$ cat config.mk
export PLATFORM = sky130hd
export DESIGN_NAME = esm_pll_lock_sequencer
export DESIGN_NICKNAME = d
export VERILOG_FILES = /design/src/rtl/esm_pkg.sv /design/src/rtl/esm_ad9361_status_sync.sv /design/src/rtl/esm_pll_lock_sequencer.sv
export SDC_FILE = /design/constraint.sdc
export NUM_CORES = 1
export LEC_CHECK = 0
export ABC_AREA = 1
export CAP_MARGIN = 25
export CORE_MARGIN = 2
export CORE_UTILIZATION = 58
export DETAILED_ROUTE_END_ITERATION = 10
export GPL_TIMING_DRIVEN = 0
export HOLD_SLACK_MARGIN = 0.12
export PLACE_DENSITY = 0.89
export SLEW_MARGIN = 20
export SYNTH_ARGS = -nofsm -noshare
export SYNTH_HDL_FRONTEND = slang
export SYNTH_HIERARCHICAL = 1
export SYNTH_SLANG_ARGS = --single-unit
$ cat constraint.sdc
create_clock -name Clk -period 2.5 [get_ports Clk]
set_input_delay 0.25 -clock Clk [delete_from_list [all_inputs] [get_ports Clk]]
set_output_delay 0.25 -clock Clk [all_outputs]
set_load 0.005 [all_outputs]
$ cat src/rtl/esm_pkg.sv
// Shared types for the ESM PLL lock sequencer: FSM state encoding, the latched
// request record, and a counter-width helper.
package esm_pkg;

  typedef enum logic [2:0] {
    IDLE     = 3'd0,
    APPLY    = 3'd1,
    PRELOCK  = 3'd2,
    LOCK     = 3'd3,
    POSTLOCK = 3'd4,
    DONE     = 3'd5
  } esm_pll_seq_state_t;

  typedef struct packed {
    logic [2:0] profile;
    logic       skip_prelock;
    logic       skip_lock_check;
    logic       skip_postlock;
  } esm_pll_request_t;

  localparam int ESM_AD9361_CTRL_W   = 4;
  localparam int ESM_AD9361_STATUS_W = 8;

  // Width for a counter reaching n; never narrower than one bit.
  function automatic int esm_cnt_width(input int n);
    return (n < 1) ? 1 : $clog2(n + 1);
  endfunction

endpackage

$ cat src/rtl/esm_ad9361_status_sync.sv
// Two-flop synchronizer bringing the asynchronous AD9361 CTRL_OUT status pins
// into the Clk domain.
module esm_ad9361_status_sync
  import esm_pkg::*;
#(
  parameter int W = ESM_AD9361_STATUS_W
) (
  input  logic         i_clk,
  input  logic         i_rst_n,
  input  logic [W-1:0] i_async,
  output logic [W-1:0] o_sync
);

  logic [W-1:0] r_meta;
  logic [W-1:0] r_sync;

  always_ff @(posedge i_clk or negedge i_rst_n) begin
    if (!i_rst_n) begin
      r_meta <= '0;
      r_sync <= '0;
    end else begin
      r_meta <= i_async;
      r_sync <= r_meta;
    end
  end

  assign o_sync = r_sync;

endmodule

$ cat src/rtl/esm_pll_lock_sequencer.sv
// Per-dwell AD9361 fast-lock profile recall: apply profile, pre-lock wait,
// poll synced PLL lock with timeout, post-lock wait, then pulse Done.
module esm_pll_lock_sequencer
  import esm_pkg::*;
#(
  parameter int PLL_PRE_LOCK_DELAY_CYCLES  = 8,
  parameter int PLL_POST_LOCK_DELAY_CYCLES = 10,
  parameter int LOCK_TIMEOUT_CYCLES        = 4096,
  parameter int LOCK_STATUS_BIT            = 0
) (
  input  logic                           Clk,
  input  logic                           Rst_n,
  input  logic                           Req_valid,
  output logic                           Req_ready,
  input  logic [2:0]                     Req_profile,
  input  logic                           Req_skip_prelock,
  input  logic                           Req_skip_lock_check,
  input  logic                           Req_skip_postlock,
  input  logic                           Abort,
  output logic [ESM_AD9361_CTRL_W-1:0]   Ad9361_control,
  input  logic [ESM_AD9361_STATUS_W-1:0] Ad9361_status,
  output logic                           Done,
  output logic                           Done_timeout,
  output logic                           Busy,
  output logic [15:0]                    Timeout_count,
  output esm_pll_seq_state_t             Dbg_state
);

  localparam int PRE_W  = esm_cnt_width(PLL_PRE_LOCK_DELAY_CYCLES);
  localparam int LOCK_W = esm_cnt_width(LOCK_TIMEOUT_CYCLES);
  localparam int POST_W = esm_cnt_width(PLL_POST_LOCK_DELAY_CYCLES);

  localparam logic [PRE_W-1:0]  PRE_LAST  = PRE_W'((PLL_PRE_LOCK_DELAY_CYCLES > 0) ?
                                                   PLL_PRE_LOCK_DELAY_CYCLES - 1 : 0);
  localparam logic [LOCK_W-1:0] LOCK_LAST = LOCK_W'((LOCK_TIMEOUT_CYCLES > 0) ?
                                                    LOCK_TIMEOUT_CYCLES - 1 : 0);
  localparam logic [POST_W-1:0] POST_LAST = POST_W'((PLL_POST_LOCK_DELAY_CYCLES > 0) ?
                                                    PLL_POST_LOCK_DELAY_CYCLES - 1 : 0);

  // Handshake: a request transfers on any edge where Req_valid && Req_ready;
  // Req_ready is high only in IDLE, and the request fields are sampled on that edge.

  esm_pll_seq_state_t r_state;
  esm_pll_seq_state_t w_next;
  esm_pll_request_t   r_req;
  logic [ESM_AD9361_CTRL_W-1:0]   r_ctrl;
  logic                           r_timeout;
  logic [15:0]                    r_tcount;
  logic [PRE_W-1:0]               r_pre_cnt;
  logic [LOCK_W-1:0]              r_lock_cnt;
  logic [POST_W-1:0]              r_post_cnt;
  logic [ESM_AD9361_STATUS_W-1:0] w_status_sync;
  logic                           w_lock;
  logic                           w_accept;
  logic                           w_set_timeout;
  logic                           w_unused_status;

  esm_ad9361_status_sync #(
    .W(ESM_AD9361_STATUS_W)
  ) u_status_sync (
    .i_clk   (Clk),
    .i_rst_n (Rst_n),
    .i_async (Ad9361_status),
    .o_sync  (w_status_sync)
  );

  assign w_lock          = w_status_sync[LOCK_STATUS_BIT];
  assign w_unused_status = ^w_status_sync;
  assign w_accept        = (r_state == IDLE) && Req_valid;

  // Skipped or zero-length waits fall through to the next enabled stage.
  function automatic esm_pll_seq_state_t after_lock(input esm_pll_request_t rq);
    return (!rq.skip_postlock && (PLL_POST_LOCK_DELAY_CYCLES > 0)) ? POSTLOCK : DONE;
  endfunction

  function automatic esm_pll_seq_state_t after_prelock(input esm_pll_request_t rq);
    return (!rq.skip_lock_check) ? LOCK : after_lock(rq);
  endfunction

  function automatic esm_pll_seq_state_t after_apply(input esm_pll_request_t rq);
    return (!rq.skip_prelock && (PLL_PRE_LOCK_DELAY_CYCLES > 0)) ? PRELOCK : after_prelock(rq);
  endfunction

  always_comb begin
    w_next        = r_state;
    w_set_timeout = 1'b0;
    case (r_state)
      IDLE:     if (Req_valid) w_next = APPLY;
      APPLY:    w_next = Abort ? IDLE : after_apply(r_req);
      PRELOCK: begin
        if (Abort)                       w_next = IDLE;
        else if (r_pre_cnt == PRE_LAST)  w_next = after_prelock(r_req);
      end
      LOCK: begin
        if (Abort)                       w_next = IDLE;
        else if (w_lock)                 w_next = after_lock(r_req);
        else if (r_lock_cnt == LOCK_LAST) begin
          w_next        = DONE;
          w_set_timeout = 1'b1;
        end
      end
      POSTLOCK: begin
        if (Abort)                       w_next = IDLE;
        else if (r_post_cnt == POST_LAST) w_next = DONE;
      end
      DONE:     w_next = IDLE;
      default:  w_next = IDLE;
    endcase
  end

  always_ff @(posedge Clk or negedge Rst_n) begin
    if (!Rst_n) begin
      r_state    <= IDLE;
      r_req      <= '0;
      r_ctrl     <= '0;
      r_timeout  <= 1'b0;
      r_tcount   <= '0;
      r_pre_cnt  <= '0;
      r_lock_cnt <= '0;
      r_post_cnt <= '0;
    end else begin
      r_state <= w_next;
      if (w_accept) begin
        r_req.profile         <= Req_profile;
        r_req.skip_prelock    <= Req_skip_prelock;
        r_req.skip_lock_check <= Req_skip_lock_check;
        r_req.skip_postlock   <= Req_skip_postlock;
        r_ctrl                <= {1'b1, Req_profile};
        r_timeout             <= 1'b0;
      end else if (w_set_timeout) begin
        r_timeout <= 1'b1;
      end
      if ((r_state == DONE) && r_timeout && (r_tcount != 16'hFFFF))
        r_tcount <= r_tcount + 16'd1;
      // Each counter sits at zero outside its own state, so entry always starts at zero.
      r_pre_cnt  <= (r_state == PRELOCK)  ? r_pre_cnt + 1'b1  : '0;
      r_lock_cnt <= (r_state == LOCK)     ? r_lock_cnt + 1'b1 : '0;
      r_post_cnt <= (r_state == POSTLOCK) ? r_post_cnt + 1'b1 : '0;
    end
  end

  assign Req_ready      = (r_state == IDLE);
  assign Busy           = (r_state != IDLE);
  assign Done           = (r_state == DONE);
  assign Done_timeout   = (r_state == DONE) && r_timeout;
  assign Ad9361_control = r_ctrl;
  assign Timeout_count  = r_tcount;
  assign Dbg_state      = r_state;

endmodule

# Word level (Yosys, flattened, before mapping)
# Cells that the tools add are included.
# op_classes
magnitude_cmp	0
add_sub_neg	4
div	0
bitwise_logic	0
n_eq_ne	13
n_reduce_logical	7
n_mul	0
mux	22
shifts	0
# ops
operator	count
3-bit 2-to-1 mux	11
16-bit by 1-bit adder with 16-bit output, second input constant	1
16-bit inequality test, second input constant	1
3-bit case mux with 5 select lines	1
13-bit by 1-bit adder with 13-bit output, second input constant	1
13-bit by 12-bit equality test with 1-bit output, second input constant	1
13-bit 2-to-1 mux	1
4-bit by 1-bit adder with 4-bit output, second input constant	2
4-bit 2-to-1 mux	2
1-bit 2-to-1 mux	7
3-bit by 2-bit equality test with 1-bit output, second input constant	2
3-bit equality test, second input constant	2
3-bit inequality test, second input constant	2
4-bit by 3-bit equality test with 1-bit output, second input constant	1
4-bit equality test, second input constant	1
4-bit by 3-bit inequality test with 1-bit output, second input constant	1
4-bit AND reduction	1
3-bit by 1-bit equality test with 1-bit output, second input constant	1
1-bit logical AND	3
3-bit logical NOT	1
3-bit nonzero test	1
2-bit inequality test, second input constant	1
2-bit nonzero test	1
# word_totals
ram_bits	0
wordCells	58
inputBits	18
out_inout_bits	27
memories	0
latch_bits	0
reg_bits	50
rom_bits	0

# Depth between registers and ports, before layout
# depth
word_depth	7
ltp_mapped	10
ltp_nobuf	9

# Modules after synthesis
# Netlist, hierarchy kept.
# by_module_without_submodules
module	cells_per_inst	area_per_inst_um2	n_inst
esm_pll_lock_sequencer	335	2534.9	1
esm_ad9361_status_sync	16	400.4	1

# Least setup slack after synthesis
# Ideal clock, no wire load.
# synth_timing
path_kind	register to register
start	register r_tcount[0], in the netlist Timeout_count[0]
end	register r_tcount[11], in the netlist Timeout_count[11]
path_buffers	1
stages_incl_launch_ff	10
required_time_ps	2384
slack_ps	973
t_arrival_ps	1411
path_cell_list	dfrtp_1 ha_1 nand3_2 nor2_4 nand3_1 nand2_2 inv_2 buf_6 nand2_1 nand2_1
# synth_between
elab_chain_len	2
# synth_lines
item	line	text
start: declaration	esm_pll_lock_sequencer.sv:48	logic [15:0] r_tcount;
start signal: assignment	esm_pll_lock_sequencer.sv:134	r_tcount <= r_tcount + 16'd1;
branches (longest 2 deep; another with 16-bit by 1-bit adder with 16-bit output)	--	
# Several ways; the timed one is not identified.
# A chain may end at the register's enable or synchronous reset.

# Worst setup path in the final report
# layout_timing
start	register r_state[0], in the netlist Dbg_state[0]
end	output port Req_ready
# layout_between
elab_chain_len	1
# layout_lines
item	line	text
start: declaration	esm_pll_lock_sequencer.sv:43	esm_pll_seq_state_t r_state;
start signal: assignment	esm_pll_lock_sequencer.sv:122	r_state <= w_next;
3-bit logical NOT	esm_pll_lock_sequencer.sv:142	assign Req_ready = (r_state == IDLE);
end: declaration	esm_pll_lock_sequencer.sv:14	output logic Req_ready,
# Every way passes these cells.

==> reports/qor.yml <==
status: "complete, no violations"
timing.fmax_ghz: 0.484
peakVddDrop_mv: 0.678
cts_tree: "yes"
drt_first_pass_iters: 4
portBuffers: 37
fin_crit_sh: 0.827
grt_pass1_wl_um: 9860
hold_path_class: "flop to flop"
nets: 406
die_area_um2: 5010
critPathArrivalTime_ns: 1.82
clock-sinks: 50
ant_nets: 0
h-tree-depth: 2
syn_inst: 337
cp.required_ns: 2.25
first_global_vias: 2223
start_util: 0.598
skew_ns: 0.0116
cp_max_fo: 7
syn2layout_area_growth_pct: 21.5
syn_area_um2: 2580
grt_overflow_total: 0
drc: 0
crit_type: "flop to output port"
place_congestion: 0.895
dieWidth_um: 70.8
hpwlAfterDp_um: 4140
final_common_cell: "nand2_1"
cts_root_buf: "clkbuf_8"
rsz0062_at_grt: "false"
hold_violations: 0
cts_buffers: 5
fin_tns_setup_ns: 0
cellLeakagePower_nw: 1.46
grt_use_total: 0.248
drt_iter0_drc: 242
power_density_nw_per_um2: 658
drive_gt1_frac: 0.0521
rows: 24
end_kind: "output port"
diodes: 0
antenna_found_initial: 0
num_io_pins: 45
avgViaCountPerCell: 5.35
grt_max_degree: 28
postLayoutSetupSlackWorst_ns: 0.433
mostFrequentLayoutCells: "nand2_1 (113), dfrtp_1 (50), nor2_1 (42)"
worst_setup_path_start_kind: "flop"
pre_cts_slack_ns: 0.679
insertion_delay_ns: 0.31
finalSetupViolCount: 0
post_cts_buffers: 0
drv_slew: 0
syn-num-nets: 360
wl_met1_um: 2400
clk_path_buf_depth: 2
maxCapViolCount: 0
core_um2: 4320
period_minus_slack_ns: 2.07
avgSynthCellArea_um2: 7.67
die_h_um: 70.8
cts_resized: 0
ys_warn_count: 6
met2_length_um: 2850
vias: 2331
post-route-util: 0.726
clk_pin_slew_ns: 0.09
met3_length_um: 277
drt-wirelength-per-cell_um: 12.9
top_layer: "met4"
worst_pin_slew_ns: 0.544
wl_um: 5630
slew_headroom: 0.637
what timing repair did:
action | in CTS | in global routing
hold buffers | 1 | 0
hold endpoints to repair | 23 | 0
setup endpoints to repair | 0 | 0
stage by stage:
stage | hold WS [ns] | total power [mW] | std cells | cell area, µm²
2_1_floorplan | -0.0456 | 1.29 | 337 | 2580
6_report | 0.357 | 2.06 | 436 | 3140
5_1_grt | 0.368 | 2.19 | 436 | 3140
3_5_place_dp | 0.270 | 1.58 | 427 | 3040
3_3_place_gp | 0.337 | 1.54 | 426 | 3020
4_1_cts | 0.359 | 2.08 | 436 | 3140
metal layers:
layer	vias to the layer above	GRT usage
li1	1163	-
met5	-	0
met3	13	0.0399
met4	0	0.0943
met1	1083	0.330
met2	72	0.412
sequential cells by signal (all words and copies together) (netlist names):
register / count
Ad9361_control: 4
Dbg_state: 3
Timeout_count: 16
r_lock_cnt: 13
r_post_cnt: 4
r_pre_cnt: 4
r_req: 3
r_timeout: 1
u_status_sync/o_sync: 1
u_status_sync/r_meta: 1
path summary, 6_finish.rpt:
check                                   startpoint                       to  slack [ns]  cells past startpoint
max reg2reg                       Timeout_count[0]         Timeout_count[5]        0.66                      9
max in group asynchronous                    Rst_n        Timeout_count[10]        1.53                      3
min                        u_status_sync/r_meta[0]  u_status_sync/o_sync[0]        0.36                      0
max                                   Dbg_state[0]                Req_ready        0.43                      2
min in group asynchronous                    Rst_n                 r_req[1]        0.45                      2
min reg2reg                u_status_sync/r_meta[0]  u_status_sync/o_sync[0]        0.36                      0
critical path, cell delays in order, from the launching register on:
cell and delay, ns:
dfrtp_1 0.45, nor3_1 0.46, clkdlybuf4s50_1 0.60
final cells by class:
class                      count  area [µm²]
clock inverter                 2        12.5
buffer                         3        26.3
clock buffer                   6        82.6
inverter                      41         154
fill                         333        1180
timing repair buffer          39         395
multi-input combinational    243        1150
sequential                    50        1250
tap                           52        65.1
report_power, final:
part / switching (mW) / internal (mW)
clock: 0.276 / 0.223
sequential: 0.0921 / 0.899
combinational: 0.309 / 0.265
Power figures use the tool's default switching activity.
